**src/rtl/cp_wr_dt_pack.sv**
```systemverilog
// Write-side 32->128 packer for the AES coprocessor input buffer.
// Gathers four lanes of a line and issues one registered line write.
module cp_wr_dt_pack (
    input  logic         iClk,
    input  logic         iRsn,
    input  logic         iWrEn_InBuf,
    input  logic [8:0]   iWrAddr_InBuf,
    input  logic [31:0]  iWrDt_InBuf,
    input  logic         iFlush,
    input  logic         iErrClr,
    output logic         oWrEn_CpInBuf,
    output logic [6:0]   oWrAddr_CpInBuf,
    output logic [127:0] oWrDt_CpInBuf,
    output logic         oBusy,
    output logic         oErrDrop,
    output logic [15:0]  oLineCnt
);

    typedef enum logic {
        ST_EMPTY = 1'b0,
        ST_FILL  = 1'b1
    } state_t;

    state_t         r_state;
    state_t         w_state_nxt;

    logic [127:0]   r_acc;
    logic [3:0]     r_msk;
    logic [6:0]     r_cur;
    logic           r_wr_en;
    logic [6:0]     r_wr_addr;
    logic [127:0]   r_wr_dt;
    logic           r_err;
    logic [15:0]    r_line_cnt;

    logic [1:0]     w_lane;
    logic [6:0]     w_line;
    logic [3:0]     w_sel;
    logic [127:0]   w_lane_dt;
    logic [127:0]   w_lane_keep;
    logic           w_new_line;
    logic [127:0]   w_base_acc;
    logic [3:0]     w_base_msk;
    logic [127:0]   w_m_acc;
    logic [3:0]     w_m_msk;
    logic           w_issue;
    logic           w_drop;
    logic [6:0]     w_iss_addr;
    logic [127:0]   w_iss_dt;
    logic [127:0]   w_acc_nxt;
    logic [3:0]     w_msk_nxt;
    logic [6:0]     w_cur_nxt;

    assign w_lane      = iWrAddr_InBuf[1:0];
    assign w_line      = iWrAddr_InBuf[8:2];
    assign w_sel       = 4'b0001 << w_lane;
    assign w_lane_dt   = {96'b0, iWrDt_InBuf} << {w_lane, 5'b0};
    assign w_lane_keep = ~({96'b0, 32'hFFFF_FFFF} << {w_lane, 5'b0});
    assign w_new_line  = iWrEn_InBuf && (r_state == ST_FILL)
                         && (w_line != r_cur);

    // A word for another line (or into EMPTY) merges onto a cleared line
    assign w_base_acc = (r_state == ST_FILL && !w_new_line) ? r_acc : '0;
    assign w_base_msk = (r_state == ST_FILL && !w_new_line) ? r_msk : '0;
    assign w_m_acc    = (w_base_acc & w_lane_keep) | w_lane_dt;
    assign w_m_msk    = w_base_msk | w_sel;

    always_comb begin
        w_issue    = 1'b0;
        w_drop     = 1'b0;
        w_iss_addr = r_cur;
        w_iss_dt   = r_acc;
        w_acc_nxt  = r_acc;
        w_msk_nxt  = r_msk;
        w_cur_nxt  = r_cur;
        if (w_new_line) begin
            if (iFlush) w_issue = 1'b1;
            else        w_drop  = 1'b1;
            w_acc_nxt = w_lane_dt;
            w_msk_nxt = w_sel;
            w_cur_nxt = w_line;
        end else if (iWrEn_InBuf) begin
            w_acc_nxt = w_m_acc;
            w_cur_nxt = w_line;
            if (w_m_msk == 4'hF || iFlush) begin
                w_issue    = 1'b1;
                w_iss_addr = w_line;
                w_iss_dt   = w_m_acc;
                w_msk_nxt  = 4'h0;
            end else begin
                w_msk_nxt  = w_m_msk;
            end
        end else if (iFlush && r_state == ST_FILL) begin
            w_issue   = 1'b1;
            w_msk_nxt = 4'h0;
        end
    end

    always_ff @(posedge iClk or negedge iRsn) begin
        if (!iRsn) r_state <= ST_EMPTY;
        else       r_state <= w_state_nxt;
    end

    always_comb begin
        w_state_nxt = r_state;
        unique case (1'b1)
            (w_msk_nxt != 4'h0): w_state_nxt = ST_FILL;
            (w_msk_nxt == 4'h0): w_state_nxt = ST_EMPTY;
        endcase
    end

    always_comb begin
        oBusy = (r_state == ST_FILL);
    end

    always_ff @(posedge iClk or negedge iRsn) begin
        if (!iRsn) begin
            r_acc      <= '0;
            r_msk      <= '0;
            r_cur      <= '0;
            r_wr_en    <= 1'b0;
            r_wr_addr  <= '0;
            r_wr_dt    <= '0;
            r_err      <= 1'b0;
            r_line_cnt <= '0;
        end else begin
            r_acc   <= w_acc_nxt;
            r_msk   <= w_msk_nxt;
            r_cur   <= w_cur_nxt;
            r_wr_en <= w_issue;
            if (w_issue) begin
                r_wr_addr  <= w_iss_addr;
                r_wr_dt    <= w_iss_dt;
                r_line_cnt <= r_line_cnt + 16'd1;
            end
            if (w_drop)       r_err <= 1'b1;
            else if (iErrClr) r_err <= 1'b0;
        end
    end

    assign oWrEn_CpInBuf   = r_wr_en;
    assign oWrAddr_CpInBuf = r_wr_addr;
    assign oWrDt_CpInBuf   = r_wr_dt;
    assign oErrDrop        = r_err;
    assign oLineCnt        = r_line_cnt;

endmodule
```
**config.mk**
```make
export PLATFORM = sky130hd
export DESIGN_NAME = cp_wr_dt_pack
export DESIGN_NICKNAME = d
export VERILOG_FILES = /design/src/rtl/cp_wr_dt_pack.sv
export SDC_FILE = /design/constraint.sdc
export NUM_CORES = 1
export LEC_CHECK = 0
export CAP_MARGIN = 20
export CORE_ASPECT_RATIO = 0.8
export CORE_UTILIZATION = 45
export CTS_BUF_LIST = sky130_fd_sc_hd__clkbuf_4
export DETAILED_ROUTE_END_ITERATION = 10
export PLACE_DENSITY = 0.77
export SETUP_SLACK_MARGIN = 0.15
export SLEW_MARGIN = 25
export SYNTH_ARGS = -nofsm -noshare
export SYNTH_HDL_FRONTEND = slang
export SYNTH_SLANG_ARGS = --single-unit
```
**constraint.sdc**
```tcl
create_clock -name iClk -period 6.3 [get_ports iClk]
set_input_delay 1.89 -clock iClk [delete_from_list [all_inputs] [get_ports iClk]]
set_output_delay 1.89 -clock iClk [all_outputs]
set_load 0.1 [all_outputs]
```
; Word-level counts from Yosys, hierarchy flattened
; Cells that the tools add are included.
[word_totals]
ff_bits = 293
input_bits = 46
out_inout_bits = 154
[classes]
addsub = 1
n_eq_ne = 2
n_shift = 3
n_mux = 26
n_bitwise = 4
n_reduce_logical = 10
[ops]
columns = cell, n
row1 = 128-bit 2-to-1 mux, 6
row2 = 128-bit bitwise AND, 1
row3 = 128-bit inverter, 1
row4 = 128-bit bitwise OR, 1
row5 = 32-bit by 7-bit left shift with 128-bit output, 1
row6 = 32-bit by 7-bit left shift with 128-bit output (first input constant), 1
row7 = 7-bit 2-to-1 mux, 5
row8 = 4-bit 2-to-1 mux, 5
row9 = 16-bit by 1-bit adder with 16-bit output (second input constant), 1
row10 = 1-bit 2-to-1 mux, 9
row11 = 7-bit inequality test, 1
row12 = 4-bit == test (second input constant), 1
row13 = 1-bit logical AND, 4
row14 = 4-bit zero test, 1
row15 = 4-bit bitwise OR, 1
row16 = 2-bit nonzero test, 2
row17 = 4-bit nonzero test, 1
row18 = 1-bit by 2-bit left shift with 4-bit output (first input constant), 1
row19 = 1-bit case mux with 2 select lines, 1
row20 = 1-bit zero test, 1
row21 = 1-bit logical OR, 1

; Longest topological paths before layout
; Gate-level depths: netlist of run 1.
[logic_depth]
depth_word = 13
depth_mapped = 8
ltp_nobuf = 5

; Worst setup path after synthesis of run 1
; No wires, ideal clock.
[synth_timing]
path_kind = input port to flip-flop
startpoint = input port iWrAddr_InBuf[7]
endpoint = register r_wr_dt[100], in the netlist oWrDt_CpInBuf[100]
arrival_ps = 3827
path_slack_ps = 2341
path_stages = 8
n_path_buf = 3
cell_sequence = xor2_1 or4_4 buf_6 a2111o_1 a21oi_2 buf_2 buf_2 a31oi_1
[synth_via]
elab_chain_len = 11
[synth_lines]
columns = element, line_no
row1 = from (decl), 7  ; input logic [8:0] iWrAddr_InBuf,
row2 = 7-bit inequality test *, 60  ; && (w_line != r_cur);
row3 = 1-bit logical AND *, 60
row4 = 1-bit zero test, "63, 64"
row5 = 1-bit logical AND, "63, 64"
row6 = 4-bit 2-to-1 mux, 64  ; assign w_base_msk = (r_state == ST_FILL && !w_new_line) ? r_msk : '0;
row7 = 4-bit bitwise OR, 66  ; assign w_m_msk = w_base_msk | w_sel;
row8 = 4-bit == test, 85  ; if (w_m_msk == 4'hF || iFlush) begin
row9 = 1-bit logical OR, 85
row10 = 128-bit 2-to-1 mux or 1-bit 2-to-1 mux (tied branches), 85
row11 = 128-bit 2-to-1 mux or 1-bit 2-to-1 mux (tied branches), 82  ; end else if (iWrEn_InBuf) begin
row12 = 128-bit 2-to-1 mux or 1-bit 2-to-1 mux (tied branches), 76  ; if (w_new_line) begin
row13 = to (signal assigned), 133  ; r_wr_dt <= w_iss_dt;
row14 = to (decl), 32  ; logic [127:0] r_wr_dt;
; Every way passes the cells marked *; elsewhere a longest branch is shown, timed or not.
; A chain may end at the register's enable or synchronous reset.

; Worst setup path in the final report of run 1
[layout_timing]
startpoint = register r_state, in the netlist oBusy
endpoint = output port oBusy
[layout_rtl]
columns = element, line_no
row1 = from (decl), 24  ; state_t r_state;
row2 = from (signal assigned), 101  ; else r_state <= w_state_nxt;
row3 = to (decl), 14  ; output logic oBusy,
; No word-level cell between the ends.

==> flow_summary.ini, run 1 <==
[floorplanning]
core_area_um2 = 30400
io_pins = 200
fp.dieH_um = 159
initial_core_util = 0.457
rows = 57
chipWidth_um = 198
fp.dieArea_um2 = 31600

[pwr]
power_frac_seq = 0.352
leakage_nw = 6.53
power_density_nw_per_um2 = 381
p_int_mw = 3.59
p_comb_frac = 0.372
pwr-share-clk = 0.275
ir_drop_mv = 0.244
swShare = 0.448
switchingPower_mw = 2.91

[yosys]
synth_edf_count = 0
synth_area_um2 = 13900
synth_cell_types = 44
yosysWarningCount = 0
syn_inst = 1285
async_reset_ff_frac = 1.00
synth_nets = 1332
synth_seq_cells = 293
synth_area_per_cell_um2 = 10.8
ys_seq_area_frac = 0.528
synth_ff_type = dfrtp_1

[cells_and_area]
instances_no_fill = 1855
multi_input_area_um2 = 5800
area_growth_pct = 22.9
final_common_cell = dfrtp_1
nets = 1436
layout-drive-gt1-share = 0.122
fillerInstances = 2671
final_cell_mix = 293 x dfrtp_1, 198 x clkdlybuf4s50_1, 143 x a211oi_1
seq_area_um2 = 7330

[clocking]
insertion_delay_ps = 720
cts_resized = 0
cts_buffer_depth = 3
clkSlewWorstSetupHoldPaths_ps = 60
cts_hold_buf = 0
cts_tree = yes
htreeDepth = 3
cts_sinks = 293
cts-root-buf = clkbuf_4
cts_setup_buffers = 0
numCtsBuffers = 80

[min_path]
min-delay-path-class = reg2reg

[sta]
maxSlewViolCount = 0
grt_setup_unrepaired = false
final-hold-violation-count = 0
max-slew-margin-rel = 0.257
fin_tns_setup_ps = 0
tightestPinTransition_ps = 1110
fin_skew_ps = 39.1
hold_slack_ps = 487
fmax_mhz = 232
finalCritPeriodShare = 0.684
setup_violations = 0
period_minus_slack_ps = 4310

[worst_setup_path]
startpoint_type = flip-flop
crit_chain = clkdlybuf4s50_1
crit_path_end_kind = output pin
slowest_stage = clkdlybuf4s50_1
worstPathRequired_ps = 4410
crit_family = buffers and inverters
max_stage_delay_ps = 1200
critical_path_buf_inv_count = 1
path_class = reg2out
arrival_ps = 2420
cp_max_fo = 8

[drt]
drc = 0
vias_per_cell = 6.87
firstDrtPassIters = 5
first_iter_violations = 1603
wire_per_inst_um = 25.3
vias = 12700
wl_um = 46900
postRouteAntennaNets = 0

[placement]
numPortBuffers = 199
hpwl_um = 25900
routabilityCongestion = 0.877
dp.cells = 1720

[global_route]
grt_overflow_total = 0
grt_antenna_before_repair = 1
grt_use_total = 0.296
grt_max_degree = 130
grt_pass1_wl_um = 73400
grt_pass1_vias = 12300

[outcome]
status = finished, final reports clean

[run]
maxCapViolCount = 0
-- cells by family (layout without fill, tap and decap cells) --
group	Yosys count	count (layout)	synth area share
muxes	9	9	0.00720
buffers and inverters	217	371	0.0625
DFF	293	293	0.528
and+or+nand+nor	174	174	0.0760
xor gates and xnor gates	22	22	0.0139
adders and majority gates	1	1	0.000900
other	0	3	0
AOI/OAI and AO/OA	569	569	0.312
-- Yosys cell counts, types with 2 or more instances --
master	count	area (um^2)
a21oi_1	3	15.0
o31ai_1	136	1020
mux2_2	8	90.1
nor4_1	2	12.5
inv_2	2	7.51
inv_1	7	26.3
dfrtp_1	293	7330
nand3_1	10	50.1
xor2_1	22	193
nor2_1	8	30.0
and4_1	2	17.5
a2111oi_4	2	55.1
a22o_1	128	1120
nand2_1	5	18.8
buf_1	31	116
a211oi_1	143	1070
nand4_1	139	870
a31oi_1	137	857
nand2b_1	2	12.5
clkbuf_1	143	537
o32ai_1	4	35.0
buf_6	2	22.5
clkbuf_2	5	25.0
buf_2	26	130
a41o_1	3	30.0
a2111oi_1	4	40.0
-- metrics by stage --
step	total power [mW]	cell area [um^2]	utilization	setup WS, ps
3_3_place_gp	4.70	16100	0.528	1460
4_1_cts	6.53	17100	0.562	1910
6_report	6.51	17100	0.562	1990
2_1_floorplan	4.05	13900	-	2340
5_1_grt	6.75	17100	0.562	1890
3_5_place_dp	4.73	16100	0.528	1350
-- sequential cells by signal, summed over array words and instances, names as in the netlist, 4 cells and up --
signal / flops
oLineCnt: 16
oWrAddr_CpInBuf: 7
oWrDt_CpInBuf: 128
r_acc: 128
r_cur: 7
r_msk: 4
-- power groups by stage --
stage	Combinational (mW)	Sequential [mW]	Clock, mW
floorplan	0.500	3.55	0
finish	2.42	2.29	1.79
detailed placement	2.41	2.31	0
global route	2.50	2.32	1.93
global placement	2.39	2.31	0
CTS	2.42	2.29	1.82
-- path summary, 6_finish.rpt --
path | from | end | slack (ps) | cells past startpoint
worst min-delay path | oLineCnt[15]$_DFFE_PN0P_ | oLineCnt[15]$_DFFE_PN0P_ | 490 | 1
max in group asynchronous | iRsn | oWrDt_CpInBuf[11]$_DFFE_PN0P_ | 3970 | 2
worst max-delay path | oBusy$_DFF_PN0_ | oBusy | 1990 | 1
worst min register to register | oLineCnt[15]$_DFFE_PN0P_ | oLineCnt[15]$_DFFE_PN0P_ | 490 | 1
min in group asynchronous | iRsn | oWrDt_CpInBuf[125]$_DFFE_PN0P_ | 1140 | 1
worst max register to register | r_cur[5]$_DFFE_PN0P_ | oWrDt_CpInBuf[38]$_DFFE_PN0P_ | 3310 | 6
-- metal layers --
metal / wire length (um) / part of all wire / track usage
met1: 20200 / 0.43 / 0.445
met2: 20200 / 0.43 / 0.403
met3: 5560 / 0.12 / 0.0930
met4: 968 / 0.021 / 0.0916
met5: 0 / 0 / 0
-- cell type report --
class / instances / area share
tap: 413 / 0.0303
antenna: 3 / 0.000440
inverter: 10 / 0.00220
clock buffer: 109 / 0.0479
sequential: 293 / 0.429
clock inverter: 23 / 0.0119
multi-input combinational: 775 / 0.340
timing repair buffer: 229 / 0.138
(Power assumes the default switching activity.)
==> run 2, diff against run 1 <==
==> constraint.sdc (replaced) <==
create_clock -name iClk -period 4.3 [get_ports iClk]
set_input_delay 1.29 -clock iClk [delete_from_list [all_inputs] [get_ports iClk]]
set_output_delay 1.29 -clock iClk [all_outputs]
set_load 0.1 [all_outputs]
==> run 2 against run 1 <==
Sequential power up 48%. Non-clock buffer count rose by 22. Sequential share of layout area shrank 0.87 points. Combinational power increased by 48%. Utilization rose by 1.2 points. Via count grew 0.95%. Sequential cell count stayed put. Cell area increased by 2.1%. Final cell count increased by 0.92%. Count of clock-buffer cells in the layout rose by 3. Critical endpoint unchanged.
==> flow_summary.ini, run 2 (synthesized netlist as in run 1, its figures left out) <==
[global_route]
grt_max_degree = 114
grt_antenna_before_repair = 0
grt_pass1_vias = 12400
grt_overflow_total = 0
grt_use_total = 0.292
grt_pass1_wl_um = 72500

[floorplanning]
initial_core_util = 0.457
rows = 57
fp.dieH_um = 159
core_area_um2 = 30400
chipWidth_um = 198
fp.dieArea_um2 = 31600
io_pins = 200

[clocking]
clkSlewWorstSetupHoldPaths_ps = 60
insertion_delay_ps = 720
cts_buffer_depth = 3
cts_hold_buf = 0
cts_sinks = 293
cts_tree = yes
cts-root-buf = clkbuf_4
numCtsBuffers = 76
cts_resized = 0
htreeDepth = 3
cts_setup_buffers = 0

[sta]
grt_setup_unrepaired = false
period_minus_slack_ps = 3720
fin_tns_setup_ps = 0
setup_violations = 0
tightestPinTransition_ps = 1040
finalCritPeriodShare = 0.866
fin_skew_ps = 65.0
maxSlewViolCount = 0
fmax_mhz = 269
final-hold-violation-count = 0
hold_slack_ps = 499
max-slew-margin-rel = 0.303

[worst_setup_path]
path_class = reg2out
cp_max_fo = 8
startpoint_type = flip-flop
crit_family = buffers and inverters
crit_chain = clkdlybuf4s50_1
arrival_ps = 2430
crit_path_end_kind = output pin
max_stage_delay_ps = 1200
reg2reg_slack_ps = 1590
worstPathRequired_ps = 3010
critical_path_buf_inv_count = 1
slowest_stage = clkdlybuf4s50_1

[cells_and_area]
fillerInstances = 2522
layout-drive-gt1-share = 0.137
final_cell_mix = 293 x dfrtp_1, 198 x clkdlybuf4s50_1, 143 x a211oi_1
nets = 1454
area_growth_pct = 25.4
final_common_cell = dfrtp_1

[pwr]
leakage_nw = 6.72
power_density_nw_per_um2 = 549
ir_drop_mv = 0.467

[drt]
postRouteAntennaNets = 0
vias = 12900
vias_per_cell = 6.87
drc = 0
firstDrtPassIters = 6
wire_per_inst_um = 24.7
wl_um = 46200
first_iter_violations = 1543

[outcome]
status = finished, final reports clean

[run]
maxCapViolCount = 0

[placement]
routabilityCongestion = 0.870
numPortBuffers = 199
hpwl_um = 27300

[min_path]
min-delay-path-class = reg2reg
==> run 2: per-stage QoR <==
stage / setup slack, ps / total power [mW] / instances / instance area (um^2) / utilization
final: 578 / 9.57 / 1872 / 17400 / 0.574
after CTS: 532 / 9.59 / 1871 / 17400 / 0.574
after global routing: 505 / 9.91 / 1871 / 17400 / 0.574
after global placement: 264 / 6.94 / 1742 / 16400 / 0.540
after floorplan: 941 / 5.93 / 1285 / 13900 / -
after detailed placement: 204 / 6.98 / 1742 / 16400 / 0.540
==> run 2: area by class of cell <==
class / count / area, um^2 / area share
flip-flops and latches: 293 / 7330 / 0.421
multi-input cells: 775 / 5800 / 0.333
clock inverters: 17 / 175 / 0.0100
clock buffers: 112 / 841 / 0.0482
diodes: 1 / 2.50 / 0.000144
repair buffers: 251 / 2730 / 0.156
inverters: 10 / 37.5 / 0.00215
well taps: 413 / 517 / 0.0296
==> run 2: report_power, final <==
| part | switching, mW | internal, mW |
|---|---|---|
| Combinational | 2.76 | 0.813 |
| Sequential | 0.303 | 3.09 |
| Clock | 1.18 | 1.43 |
| Total | 4.24 | 5.33 |
==> run 2: worst paths after layout <==
kind | to | from | cells past startpoint
max in group asynchronous | oWrDt_CpInBuf[107]$_DFFE_PN0P_ | iRsn | 2
min in group asynchronous | oWrAddr_CpInBuf[4]$_DFFE_PN0P_ | iRsn | 1
setup reg to reg | oWrDt_CpInBuf[37]$_DFFE_PN0P_ | r_cur[5]$_DFFE_PN0P_ | 6
setup / recovery | oBusy | oBusy$_DFF_PN0_ | 1
hold reg to reg | r_acc[11]$_DFFE_PN0P_ | r_acc[11]$_DFFE_PN0P_ | 1
hold / removal | r_acc[11]$_DFFE_PN0P_ | r_acc[11]$_DFFE_PN0P_ | 1
==> run 2: per-layer routing <==
metal,vias to the layer above,track usage,wire [um],share of wire
li1,5491,-,-,-
met1,6464,0.445,20000,0.43
met2,811,0.394,19700,0.43
met4,2,0.0923,1100,0.024
met5,-,0,44,0.00095
met3,95,0.0852,5340,0.12
==> run 3, diff against run 2 <==
--- a/config.mk
+++ b/config.mk
@@ -11,7 +11,7 @@
 export CTS_BUF_LIST = sky130_fd_sc_hd__clkbuf_4
 export DETAILED_ROUTE_END_ITERATION = 10
 export PLACE_DENSITY = 0.77
-export SETUP_SLACK_MARGIN = 0.15
+export SETUP_SLACK_MARGIN = 0.4
 export SLEW_MARGIN = 25
 export SYNTH_ARGS = -nofsm -noshare
 export SYNTH_HDL_FRONTEND = slang
==> results of run 3 <==
The final DEF is identical to that of run 2; final timing and power are the same.
